<file path="src/rtl/matrix_fetch_responder_if.sv">
// Operand-fetch handshake between the matrix multiplier (master) and its memory responder (slave).
interface matrix_fetch_responder_if #(
  parameter int N           = 2,
  parameter int P           = 2,
  parameter int M           = 2,
  parameter int DATA_WIDTH  = 4,
  parameter int N_BIT_WIDTH = (N > 1) ? $clog2(N) : 1,
  parameter int M_BIT_WIDTH = (M > 1) ? $clog2(M) : 1
);
  logic                         fetch_row;
  logic                         fetch_col;
  logic [N_BIT_WIDTH-1:0]       n;
  logic [M_BIT_WIDTH-1:0]       m;
  logic                         fetch_stall;
  logic                         data_stall;
  logic signed [DATA_WIDTH-1:0] mem_line [0:P-1];

  modport master (
    output fetch_row, fetch_col, n, m,
    input  fetch_stall, data_stall, mem_line
  );

  modport slave (
    input  fetch_row, fetch_col, n, m,
    output fetch_stall, data_stall, mem_line
  );
endinterface

</file>
<file path="src/rtl/matrix_fetch_responder.sv">
// Memory-side responder for the matrix multiplier: stores A (N x P) and B (P x M)
// and presents one row of A or one column of B per accepted request.
//
// state   | meaning
// IDLE    | ready to accept a row/column request
// WAIT    | request latched, latency timer counting down
// PRESENT | mem_line valid for exactly one cycle
module matrix_fetch_responder #(
  parameter int N           = 2,
  parameter int P           = 2,
  parameter int M           = 2,
  parameter int DATA_WIDTH  = 4,
  parameter int LATENCY     = 2,
  parameter int N_BIT_WIDTH = (N > 1) ? $clog2(N) : 1,
  parameter int M_BIT_WIDTH = (M > 1) ? $clog2(M) : 1,
  parameter int P_BIT_WIDTH = (P > 1) ? $clog2(P) : 1,
  localparam int WR_ROW_W   = (N_BIT_WIDTH > P_BIT_WIDTH) ? N_BIT_WIDTH : P_BIT_WIDTH,
  localparam int WR_COL_W   = (P_BIT_WIDTH > M_BIT_WIDTH) ? P_BIT_WIDTH : M_BIT_WIDTH
) (
  input  logic                         clk,
  input  logic                         rst,
  matrix_fetch_responder_if.slave      bus,
  input  logic                         stall_inject,
  input  logic                         wr_en,
  input  logic                         wr_sel,
  input  logic [WR_ROW_W-1:0]          wr_row,
  input  logic [WR_COL_W-1:0]          wr_col,
  input  logic signed [DATA_WIDTH-1:0] wr_data,
  output logic [15:0]                  rows_served,
  output logic [15:0]                  cols_served,
  output logic                         err
);
  localparam int CNT_W = (LATENCY > 0) ? $clog2(LATENCY + 1) : 1;

  typedef enum logic [1:0] {IDLE, WAIT, PRESENT} state_t;

  state_t                       state_q, state_d;
  logic [CNT_W-1:0]             cnt_q, cnt_d;
  logic                         kind_col_q, kind_col_d;
  logic [N_BIT_WIDTH-1:0]       n_q, n_d;
  logic [M_BIT_WIDTH-1:0]       m_q, m_d;
  logic                         capture, req_err, wr_err;
  logic signed [DATA_WIDTH-1:0] mem_a [N][P];
  logic signed [DATA_WIDTH-1:0] mem_b [P][M];
  logic signed [DATA_WIDTH-1:0] cap_line [P];

  assign bus.fetch_stall = rst | (state_q != IDLE) | stall_inject;
  assign bus.data_stall  = (state_q != PRESENT);

  assign wr_err = wr_en & (wr_sel ? ((int'(wr_row) >= P) || (int'(wr_col) >= M))
                                  : ((int'(wr_row) >= N) || (int'(wr_col) >= P)));

  always_comb begin
    state_d    = state_q;
    cnt_d      = cnt_q;
    kind_col_d = kind_col_q;
    n_d        = n_q;
    m_d        = m_q;
    capture    = 1'b0;
    req_err    = 1'b0;
    unique case (state_q)
      IDLE: begin
        if (!stall_inject && (bus.fetch_row || bus.fetch_col)) begin
          if (bus.fetch_row && bus.fetch_col) begin
            req_err = 1'b1;
          end else if ((bus.fetch_row && int'(bus.n) >= N) ||
                       (bus.fetch_col && int'(bus.m) >= M)) begin
            req_err = 1'b1;
          end else begin
            kind_col_d = bus.fetch_col;
            n_d        = bus.n;
            m_d        = bus.m;
            if (LATENCY == 0) begin
              state_d = PRESENT;
              capture = 1'b1;
            end else begin
              state_d = WAIT;
              cnt_d   = CNT_W'(LATENCY);
            end
          end
        end
      end
      WAIT: begin
        // Timer is frozen, including its terminal count, while back-pressure is applied.
        if (!stall_inject) begin
          if (cnt_q <= CNT_W'(1)) begin
            state_d = PRESENT;
            capture = 1'b1;
          end else begin
            cnt_d = cnt_q - CNT_W'(1);
          end
        end
      end
      PRESENT: state_d = IDLE;
      default: state_d = IDLE;
    endcase
  end

  // The _d copies of kind/index are valid for both the zero-latency and the WAIT capture paths.
  always_comb begin
    for (int p = 0; p < P; p++) begin
      cap_line[p] = kind_col_d ? mem_b[p][m_d] : mem_a[n_d][p];
    end
  end

  always_ff @(posedge clk) begin
    if (rst) begin
      state_q     <= IDLE;
      cnt_q       <= '0;
      kind_col_q  <= 1'b0;
      n_q         <= '0;
      m_q         <= '0;
      rows_served <= '0;
      cols_served <= '0;
      err         <= 1'b0;
      for (int p = 0; p < P; p++) bus.mem_line[p] <= '0;
      for (int r = 0; r < N; r++)
        for (int c = 0; c < P; c++) mem_a[r][c] <= '0;
      for (int r = 0; r < P; r++)
        for (int c = 0; c < M; c++) mem_b[r][c] <= '0;
    end else begin
      state_q    <= state_d;
      cnt_q      <= cnt_d;
      kind_col_q <= kind_col_d;
      n_q        <= n_d;
      m_q        <= m_d;
      if (capture) begin
        for (int p = 0; p < P; p++) bus.mem_line[p] <= cap_line[p];
      end
      if (state_q == PRESENT) begin
        if (kind_col_q) cols_served <= cols_served + 16'd1;
        else            rows_served <= rows_served + 16'd1;
      end
      if (req_err || wr_err) err <= 1'b1;
      if (wr_en && !wr_err) begin
        if (wr_sel) mem_b[wr_row][wr_col] <= wr_data;
        else        mem_a[wr_row][wr_col] <= wr_data;
      end
    end
  end
endmodule

</file>
<file path="src/flat_wrapper.sv">
// flat-port wrapper written by rule: the top's interface ports become plain ports
module matrix_fetch_responder_flat 
#(
  parameter int N           = 2,
  parameter int P           = 2,
  parameter int M           = 2,
  parameter int DATA_WIDTH  = 4,
  parameter int LATENCY     = 2,
  parameter int N_BIT_WIDTH = (N > 1) ? $clog2(N) : 1,
  parameter int M_BIT_WIDTH = (M > 1) ? $clog2(M) : 1,
  parameter int P_BIT_WIDTH = (P > 1) ? $clog2(P) : 1,
  localparam int WR_ROW_W   = (N_BIT_WIDTH > P_BIT_WIDTH) ? N_BIT_WIDTH : P_BIT_WIDTH,
  localparam int WR_COL_W   = (P_BIT_WIDTH > M_BIT_WIDTH) ? P_BIT_WIDTH : M_BIT_WIDTH
)
  (clk, rst, stall_inject, wr_en, wr_sel, wr_row, wr_col, wr_data, rows_served, cols_served, err, bus_fetch_row, bus_fetch_col, bus_n, bus_m, bus_fetch_stall, bus_data_stall, bus_mem_line);
  matrix_fetch_responder_if #(.N(N), .P(P), .M(M), .DATA_WIDTH(DATA_WIDTH), .N_BIT_WIDTH(N_BIT_WIDTH), .M_BIT_WIDTH(M_BIT_WIDTH)) bus_i ();
  input  logic clk;
  input  logic rst;
  input  logic stall_inject;
  input  logic wr_en;
  input  logic wr_sel;
  input  logic [WR_ROW_W-1:0] wr_row;
  input  logic [WR_COL_W-1:0] wr_col;
  input  logic signed [DATA_WIDTH-1:0] wr_data;
  output logic [15:0] rows_served;
  output logic [15:0] cols_served;
  output logic err;
  input wire logic [$bits(bus_i.fetch_row)-1:0] bus_fetch_row;
  input wire logic [$bits(bus_i.fetch_col)-1:0] bus_fetch_col;
  input wire logic [$bits(bus_i.n)-1:0] bus_n;
  input wire logic [$bits(bus_i.m)-1:0] bus_m;
  output wire logic [$bits(bus_i.fetch_stall)-1:0] bus_fetch_stall;
  output wire logic [$bits(bus_i.data_stall)-1:0] bus_data_stall;
  output wire logic [$bits(bus_i.mem_line)-1:0] bus_mem_line;
  assign bus_i.fetch_row = bus_fetch_row;
  assign bus_i.fetch_col = bus_fetch_col;
  assign bus_i.n = bus_n;
  assign bus_i.m = bus_m;
  assign bus_fetch_stall = bus_i.fetch_stall;
  assign bus_data_stall = bus_i.data_stall;
  assign bus_mem_line = {>>{bus_i.mem_line}};
  matrix_fetch_responder #(.N(N), .P(P), .M(M), .DATA_WIDTH(DATA_WIDTH), .LATENCY(LATENCY), .N_BIT_WIDTH(N_BIT_WIDTH), .M_BIT_WIDTH(M_BIT_WIDTH), .P_BIT_WIDTH(P_BIT_WIDTH)) u_core (.clk(clk), .rst(rst), .bus(bus_i), .stall_inject(stall_inject), .wr_en(wr_en), .wr_sel(wr_sel), .wr_row(wr_row), .wr_col(wr_col), .wr_data(wr_data), .rows_served(rows_served), .cols_served(cols_served), .err(err));
endmodule
</file>
<file path="config.mk">
export PLATFORM = sky130hd
export DESIGN_NAME = matrix_fetch_responder_flat
export DESIGN_NICKNAME = d
export VERILOG_FILES = /design/src/rtl/matrix_fetch_responder_if.sv /design/src/rtl/matrix_fetch_responder.sv /design/src/flat_wrapper.sv
export SDC_FILE = /design/constraint.sdc
export NUM_CORES = 1
export LEC_CHECK = 0
export ABC_CLOCK_PERIOD_IN_PS = 2009
export CORE_MARGIN = 5
export CORE_UTILIZATION = 25
export DETAILED_ROUTE_END_ITERATION = 10
export GPL_TIMING_DRIVEN = 1
export SYNTH_ARGS = -nofsm -noshare
export SYNTH_HDL_FRONTEND = slang
export SYNTH_SLANG_ARGS = --single-unit
</file>
<file path="constraint.sdc">
create_clock -name clk -period 2.01 [get_ports clk]
set_input_delay 0.201 -clock clk [delete_from_list [all_inputs] [get_ports clk]]
set_output_delay 0.201 -clock clk [all_outputs]
set_load 0.05 [all_outputs]
</file>
==> results.yml, run 1 <==
synthesis:
  syn_nets: 354
  async_flop_share_pct: 0
  synth_edf_count: 32
  ys_ff_latch: 80
  syn_area_mm2: 0.00356
  syn_area_per_cell_um2: 10.6
  synth_seq_area_share_pct: 54.0
  synthCells: 336
  ys_warn_count: 0
  yosysUniqueCellTypes: 48
  ys.flop_type: "dfxtp_1"
die:
  die_h_um: 129
  std_cell_rows: 43
  dieWidth_um: 129
  core_mm2: 0.0139
  ioPinCount: 58
  die_area_mm2: 0.0167
  initial_utilization_pct: 25.6
power_and_ir_drop:
  leakagePower_nw: 1.75
  power_switching_uw: 832
  ir_drop_uv: 346
  clock_power_share_pct: 46.1
  p_int_mw: 3.05
  pwr-share-comb_pct: 8.2
  power_frac_seq_pct: 45.7
  sw_frac_of_total_pct: 21.5
  total_power_mw: 3.88
  power.density_mw_per_mm2: 808
final_layout:
  final_cell_area_mm2: 0.00480
  fillers: 1359
  drive_gt1_share_pct: 13.2
  antenna_cells: 0
  area_delta_synth_final_pct: 34.9
  final_cell_mix: "clkdlybuf4s50_1, dfxtp_1, nor2_1"
  final_common_cell: "clkdlybuf4s50_1"
  layout.nets: 430
  post-route-util_pct: 34.5
global_routing:
  grt_pass1_vias: 2782
  grt_pass1_wl_um: 13700
  grt_max_degree: 39
  grtUsageTotal_pct: 10.5
  overflow: 0
  antenna_found_initial: 0
placement:
  gp_congestion: 0.776
  dpl_cell_area_mm2: 0.00446
  dp.final_hpwl_um: 6030
  port_buffers: 57
sta:
  tightest_slew_ps: 532
  setup_violations: 0
  setup_tns_ps: 0
  min_period_over_period_pct: 91.3
  fmax_mhz: 545
  finalHoldViolCount: 0
  fin_crit_ps: 1840
  rsz0062_at_grt: "no"
  fin_skew_ps: 5.78
  finalMaxSlewViolations: 0
  maxSlewHeadroom_pct: 64.4
clock_tree:
  post_cts_buffers: 0
  clk_pin_slew_ps: 60
  cts_tree: "yes"
  clock_path_buffers: 2
  cts_buffers: 9
  htreeDepth: 3
  cts_root_buf: "clkbuf_16"
  insertion_delay_ps: 340
  cts.sinks: 80
route:
  dr.pass1.iters: 4
  wire_per_inst_um: 13.7
  drt_iter0_drc: 119
  vias: 2652
  viasPerCell: 4.44
  drc: 0
  antenna_left: 0
  finalWirelength_um: 8170
setup_path:
  arrival_ps: 2060
  required_ps: 2240
  crit_fanout: 8
  crit_path_start_kind: "flop"
  worstSetupPathType: "reg -> reg"
  critPathLaunch: "u_core.state_q[0]"
  end_kind: "flop"
  rr_worst_depth: 6
  rr_startpoint: "u_core.state_q[0]"
hold_path:
  hp-class: "in -> reg"
  min_from: "rst"
  min_path_cells: 2
run_status:
  status: "finished, final reports clean"
flow_run:
  cap_violations: 0
==> logic make-up (layout without fill, tap and decap cells) <==
| family | count (synthesis) | count (layout) | share of synthesized area (%) |
|---|---|---|---|
| AND/OR/NAND/NOR | 152 | 152 | 23.8 |
| flip-flops | 80 | 80 | 54.0 |
| AO/OA/AOI/OAI | 46 | 46 | 8.61 |
| XOR/XNOR | 28 | 28 | 7.10 |
| buffers and inverters | 16 | 97 | 1.79 |
| multiplexers | 11 | 11 | 3.72 |
| adder cells (fa/ha/maj) | 3 | 3 | 1.05 |
==> layer usage <==
layer	track usage, %	share of wire, %	wire length (um)	up-vias
met4	4.76	1.6	128	0
li1	-	-	-	1344
met3	2.97	3.8	314	11
met2	16.7	47	3850	40
met5	0	0	0	-
met1	13.4	47	3880	1257
==> power by group through the flow <==
stage	clock [mW]	combinational [mW]	sequential, mW
global route	1.90	0.347	1.78
CTS	1.83	0.319	1.77
global placement	0	0.308	1.81
floorplan	0	0.152	1.82
detailed placement	0	0.317	1.81
finish	1.79	0.317	1.77
==> critical path, stage by stage, from the launching register on <==
cell	delay [ps]
dfxtp_1	360
nor3_4	280
nand2_4	100
mux2i_4	220
buf_12	150
mux2_1	320
a221o_1	290
==> cell type report <==
| class | instances | area (um2) | area share [%] |
|---|---|---|---|
| clock inverters | 5 | 78.8 | 1.64 |
| multi-input cells | 240 | 1580 | 32.9 |
| repair buffers | 78 | 731 | 15.2 |
| flip-flops and latches | 80 | 1920 | 40.0 |
| clock buffers | 11 | 254 | 5.29 |
| inverters | 3 | 11.3 | 0.234 |
| well taps | 180 | 225 | 4.69 |
==> through the flow <==
| stage | hold slack [ps] | worst slack (ps) | std cells |
|---|---|---|---|
| after floorplan | 288 | 119 | 336 |
| after global placement | 456 | -152 | 581 |
| after detailed placement | 478 | -188 | 581 |
| after CTS | 236 | 130 | 597 |
| after global routing | 263 | 7.20 | 597 |
| final | 239 | 174 | 597 |
==> path summary, 6_finish.rpt <==
path | to | slack, ps
setup / recovery | u_core.bus.mem_line[1] | 170
hold / removal | u_core.n_q | 240
setup reg to reg | u_core.bus.mem_line[1] | 170
hold reg to reg | u_core.err | 490
==> sequential cells by signal, indices dropped and copies added (netlist names), 2 cells and up <==
register,count
u_core.cols_served,16
u_core.mem_a,16
u_core.mem_b,16
u_core.rows_served,16
u_core.bus.mem_line,8
u_core.cnt_q,2
u_core.state_q,2
==> cell usage after synthesis (2+ instances only) <==
| cell | instances | area share (%) |
|---|---|---|
| o21ai_0 | 11 | 1.5 |
| nand4_1 | 5 | 0.88 |
| nand2_1 | 12 | 1.3 |
| mux2i_1 | 2 | 0.56 |
| a31o_2 | 2 | 0.49 |
| buf_1 | 2 | 0.21 |
| xor2_1 | 18 | 4.4 |
| ha_1 | 3 | 1.1 |
| mux2_1 | 8 | 2.5 |
| edfxtp_1 | 32 | 27 |
| xnor2_1 | 9 | 2.2 |
| a21o_1 | 2 | 0.42 |
| or2_2 | 6 | 1.1 |
| nor2_1 | 39 | 4.1 |
| and3_1 | 6 | 1.1 |
| clkbuf_1 | 8 | 0.84 |
| buf_2 | 3 | 0.42 |
| dfxtp_1 | 48 | 27 |
| nand2b_1 | 6 | 1.1 |
| and4_1 | 4 | 0.98 |
| nand3_1 | 18 | 2.5 |
| a221o_1 | 8 | 2.2 |
| or3_1 | 3 | 0.53 |
| nor3b_1 | 2 | 0.42 |
| nor3_1 | 6 | 0.84 |
| and2_1 | 34 | 6.0 |
| and3b_1 | 2 | 0.49 |
| a21oi_1 | 15 | 2.1 |
| inv_1 | 3 | 0.32 |
==> timing repair <==
| item | CTS | global route |
|---|---|---|
| hold buffers | 0 | 0 |
| endpoints found under the hold margin | 0 | 0 |
| gates resized for setup | 0 | 1 |
| setup endpoints to repair | 0 | 3 |
Power figures use the tool's default switching activity.
==> inputs of run 2 (changes only) <==
--- a/config.mk
+++ b/config.mk
@@ -10,6 +10,7 @@
 export CORE_UTILIZATION = 25
 export DETAILED_ROUTE_END_ITERATION = 10
 export GPL_TIMING_DRIVEN = 1
+export REMOVE_ABC_BUFFERS = 1
 export SYNTH_ARGS = -nofsm -noshare
 export SYNTH_HDL_FRONTEND = slang
 export SYNTH_SLANG_ARGS = --single-unit
==> run 2 against run 1 <==
  * Clock skew is 2.4 ps higher
  * First-iteration DRC count is 19% higher
  * Sequential cell count stayed put
  * Setup slack worse by 3.2 ps
  * Sequential power hardly changed
  * Critical path type is now reg -> out
  * Highest routed layer unchanged
==> results.yml, run 2 (synthesized netlist as in run 1, its figures left out) <==
die:
  die_h_um: 129
  initial_utilization_pct: 25.6
  dieWidth_um: 129
  std_cell_rows: 43
  ioPinCount: 58
  core_mm2: 0.0139
  die_area_mm2: 0.0167
global_routing:
  busiest_layer: "met2"
  overflow: 0
  met2_usage_pct: 17.3
  grtUsageTotal_pct: 10.2
  grtUsageMet1_pct: 12.1
  grt_max_degree: 47
  grt_pass1_vias: 2726
  grt_pass1_wl_um: 13300
  grtUsageMet3_pct: 3.13
  antenna_found_initial: 0
clock_tree:
  insertion_delay_ps: 340
  cts_buffers: 9
  cts.sinks: 80
  postCtsHoldBufs: 0
  cts_resized: 0
  post_cts_buffers: 0
  cts_root_buf: "clkbuf_16"
  clock_path_buffers: 2
  htreeDepth: 3
  cts_tree: "yes"
  clk_pin_slew_ps: 60
setup_path:
  worstPathCellList: "clkdlybuf4s50_1"
  crit_fanout: 5
  end_kind: "primary output"
  slowest_stage: "clkdlybuf4s50_1"
  critPathTopFamily: "buffers and inverters"
  cp_num_buf_inv: 1
  rrSetupSlack_ps: 170
  rr_startpoint: "u_core.state_q[0]"
  required_ps: 1810
  rr_worst_depth: 6
  worstSetupPathType: "reg -> out"
  timing.rr.end: "u_core.bus.mem_line[1]"
  arrival_ps: 1640
  slowest_delay_ps: 860
  crit_path_start_kind: "flop"
route:
  finalWirelength_um: 8310
  drc: 0
  drt_iter0_drc: 142
  viasPerCell: 4.55
  vias: 2709
  antenna_left: 0
  dr.pass1.iters: 4
  wire_per_inst_um: 14.0
sta:
  fin_skew_ps: 8.15
  min_period_over_period_pct: 91.5
  finalMaxSlewViolations: 0
  maxSlewHeadroom_pct: 59.2
  tightest_slew_ps: 611
  hold_slack_ps: 398
  finalHoldViolCount: 0
  setup_tns_ps: 0
  fmax_mhz: 544
  setup_violations: 0
  rsz0062_at_grt: "no"
  fin_crit_ps: 1840
hold_path:
  hold_path_end: "u_core.rows_served[5]"
  min_path_cells: 3
  hp-class: "in -> reg"
  min_from: "rst"
placement:
  placed_cells: 579
  dp.final_hpwl_um: 6060
  port_buffers: 57
  dpl_cell_area_mm2: 0.00445
  gp_congestion: 0.751
final_layout:
  stdcell_count: 595
  final_common_cell: "clkdlybuf4s50_1"
  final_cell_area_mm2: 0.00477
  post-route-util_pct: 34.3
  area_delta_synth_final_pct: 34.1
  drive_gt1_share_pct: 12.5
  antenna_cells: 0
  layout.nets: 428
  final_cell_mix: "clkdlybuf4s50_1, dfxtp_1, nor2_1"
power_and_ir_drop:
  power_switching_uw: 821
  power.density_mw_per_mm2: 808
  clock_power_share_pct: 46.0
  leakagePower_nw: 1.74
  pwr-share-comb_pct: 8.0
  power_frac_seq_pct: 46.0
  p_int_mw: 3.04
  ir_drop_uv: 367
  sw_frac_of_total_pct: 21.3
flow_run:
  cap_violations: 0
run_status:
  status: "finished, final reports clean"
==> run 2: worst max-delay path by stage <==
| stage | start | end | slack [ps] | cells past startpoint |
|---|---|---|---|---|
| floorplan | u_core.state_q[0] | u_core.bus.mem_line[2] | 120 | 5 |
| global placement | bus_fetch_col | u_core.bus.mem_line[4] | -150 | 7 |
| detailed placement | bus_fetch_col | u_core.bus.mem_line[0] | -200 | 7 |
| CTS | u_core.state_q[0] | u_core.bus.mem_line[1] | 150 | 6 |
| global route | u_core.state_q[0] | u_core.bus.mem_line[1] | 40 | 6 |
| finish | u_core.cols_served[2] | cols_served[2] | 170 | 1 |
==> run 2: routing by layer <==
layer	vias up	part of all wire [%]	wire (um)
met3	11	5.8	483
met1	1288	45	3730
met2	73	47	3930
met5	-	0	0
met4	0	2.0	163
li1	1337	-	-
==> run 2: through the flow <==
stage                     worst slack, ps  power [mW]
after floorplan                       119        1.96
after global placement               -153        2.11
after detailed placement             -201        2.12
after CTS                             146        3.92
after global routing                 38.0        4.02
final                                 171        3.86
==> run 2: area by class of cell <==
type	count	area (um2)
fill	1378	9160
sequential	80	1920
multi-input combinational	240	1580
timing repair buffer	76	716
clock buffer	13	260
tap	180	225
clock inverter	3	65.1
inverter	3	11.3
==> run 2: power by group through the flow <==
stage / sequential, mW / clock [mW] / combinational [mW]
2_1_floorplan: 1.82 / 0 / 0.137
3_3_place_gp: 1.81 / 0 / 0.305
3_5_place_dp: 1.81 / 0 / 0.313
4_1_cts: 1.77 / 1.83 / 0.314
5_1_grt: 1.78 / 1.90 / 0.338
6_report: 1.77 / 1.77 / 0.310
==> inputs of run 3 (changes only) <==
--- a/config.mk
+++ b/config.mk
@@ -10,7 +10,9 @@
 export CORE_UTILIZATION = 25
 export DETAILED_ROUTE_END_ITERATION = 10
 export GPL_TIMING_DRIVEN = 1
+export PLACE_DENSITY = 0.48
 export REMOVE_ABC_BUFFERS = 1
+export SLEW_MARGIN = 20
 export SYNTH_ARGS = -nofsm -noshare
 export SYNTH_HDL_FRONTEND = slang
 export SYNTH_SLANG_ARGS = --single-unit
==> run 3 against run 2 <==
  * First-iteration DRC count up 4.9%
  * Final cell count down 0.17%
  * Register-to-register slack about the same
  * Total power shrank 2.6%
  * Design area is 0.63% lower
  * Sequential power hardly changed
  * Critical endpoint is now u_core.bus.mem_line[4]
  * Non-clock buffer count is 1 lower
  * Sequential cell count unchanged
  * Via count shrank 3.2%
==> results.yml, run 3 (synthesized netlist as in run 1, its figures left out) <==
run_status:
  status: "finished, final reports clean"
final_layout:
  final_cell_area_mm2: 0.00474
  stdcell_count: 594
  final_cell_mix: "clkdlybuf4s50_1, dfxtp_1, nor2_1"
  layout.nets: 427
  post-route-util_pct: 34.0
  drive_gt1_share_pct: 12.3
  antenna_cells: 0
  final_common_cell: "clkdlybuf4s50_1"
  area_delta_synth_final_pct: 33.2
route:
  drc: 0
  viasPerCell: 4.41
  vias: 2622
  wire_per_inst_um: 13.8
  finalWirelength_um: 8220
  antenna_left: 0
  dr.pass1.iters: 4
  drt_iter0_drc: 149
clock_tree:
  clock_path_buffers: 2
  clk_pin_slew_ps: 60
  htreeDepth: 3
  insertion_delay_ps: 330
  cts_buffers: 9
  cts.sinks: 80
  cts_tree: "yes"
  cts_root_buf: "clkbuf_16"
setup_path:
  cp.depth: 6
  crit_fanout: 5
  rr_startpoint: "u_core.state_q[0]"
  critPathLaunch: "u_core.state_q[0]"
  worstSetupPathType: "reg -> reg"
  crit_path_start_kind: "flop"
  end_kind: "flop"
  cp-endpoint: "u_core.bus.mem_line[4]"
  rrSetupSlack_ps: 180
  arrival_ps: 2050
  slowest_delay_ps: 360
  worstPathCellList: "nor3_4 > nand2_4 > mux2i_4 > buf_4 > mux2_1 > a221o_1"
  cp_num_buf_inv: 1
  slowest_stage: "dfxtp_1"
  timing.rr.end: "u_core.bus.mem_line[4]"
  rr_worst_depth: 6
  required_ps: 2230
  critPathTopFamily: "multiplexers"
flow_run:
  cap_violations: 0
sta:
  fin_crit_ps: 1830
  fmax_mhz: 548
  rsz0062_at_grt: "no"
  finalHoldViolCount: 0
  finalMaxSlewViolations: 0
  setup_violations: 0
  fin_skew_ps: 3.67
  min_period_over_period_pct: 90.8
  tightest_slew_ps: 693
  setup_tns_ps: 0
  maxSlewHeadroom_pct: 53.8
power_and_ir_drop:
  leakagePower_nw: 1.73
  power.density_mw_per_mm2: 792
  total_power_mw: 3.76
  ir_drop_uv: 344
global_routing:
  overflow: 0
  grt_pass1_wl_um: 13500
  grt_max_degree: 40
  antenna_found_initial: 0
  grtUsageTotal_pct: 10.4
  grt_pass1_vias: 2640
die:
  dieWidth_um: 129
  std_cell_rows: 43
  core_mm2: 0.0139
  initial_utilization_pct: 25.6
  ioPinCount: 58
  die_h_um: 129
  die_area_mm2: 0.0167
placement:
  dp.final_hpwl_um: 6180
  placed_cells: 578
  dpl_cell_area_mm2: 0.00443
  port_buffers: 57
  gp_congestion: 0.728
hold_path:
  hp-class: "in -> reg"
## run 3: per-layer routing
metal	global-route usage, %	wire (um)
met1	12.8	3680
met2	17.5	4010
met3	2.93	399
met4	3.89	129
met5	0	0
## run 3: through the flow
step	setup WS (ps)	hold slack (ps)
6_report	185	226
3_5_place_dp	-173	488
5_1_grt	53.0	241
3_3_place_gp	-144	480
2_1_floorplan	119	270
4_1_cts	30.4	220
## run 3: worst reg2reg max path, stage by stage (launching register included)
cell	delay (ps)
dfxtp_1	360
nor3_4	280
nand2_4	90
mux2i_4	190
buf_4	180
mux2_1	340
a221o_1	290
## run 3: where the power goes
group | total, mW | internal (mW) | switching (mW)
combinational | 0.301 | 0.132 | 0.169
clock | 1.68 | 1.06 | 0.624
sequential | 1.78 | 1.75 | 0.0295
total | 3.76 | 2.94 | 0.822
## run 3: timing repair
| item | CTS | global route |
|---|---|---|
| hold buffers | 0 | 0 |
| setup buffers | 0 | 0 |
| endpoints found under the setup margin | 0 | 1 |
| gates resized for setup | 0 | 1 |
## run 3: cell type report
cell class / instances / area [um2]
clock buffers: 13 / 270
clock inverters: 3 / 40.0
multi-input cells: 240 / 1580
repair buffers: 75 / 701
inverters: 3 / 11.3
flip-flops and latches: 80 / 1920
fillers: 1397 / 9190
well taps: 180 / 225
## run 3: worst min-delay path by stage
stage               cells after the start  slack [ps]         endpoint       start
floorplan                               1         270  u_core.cnt_q[0]         rst
global placement                        2         480       u_core.err  u_core.err
detailed placement                      2         490       u_core.err  u_core.err
CTS                                     2         220       u_core.m_q         rst
global route                            2         240       u_core.m_q         rst
finish                                  2         230       u_core.m_q         rst
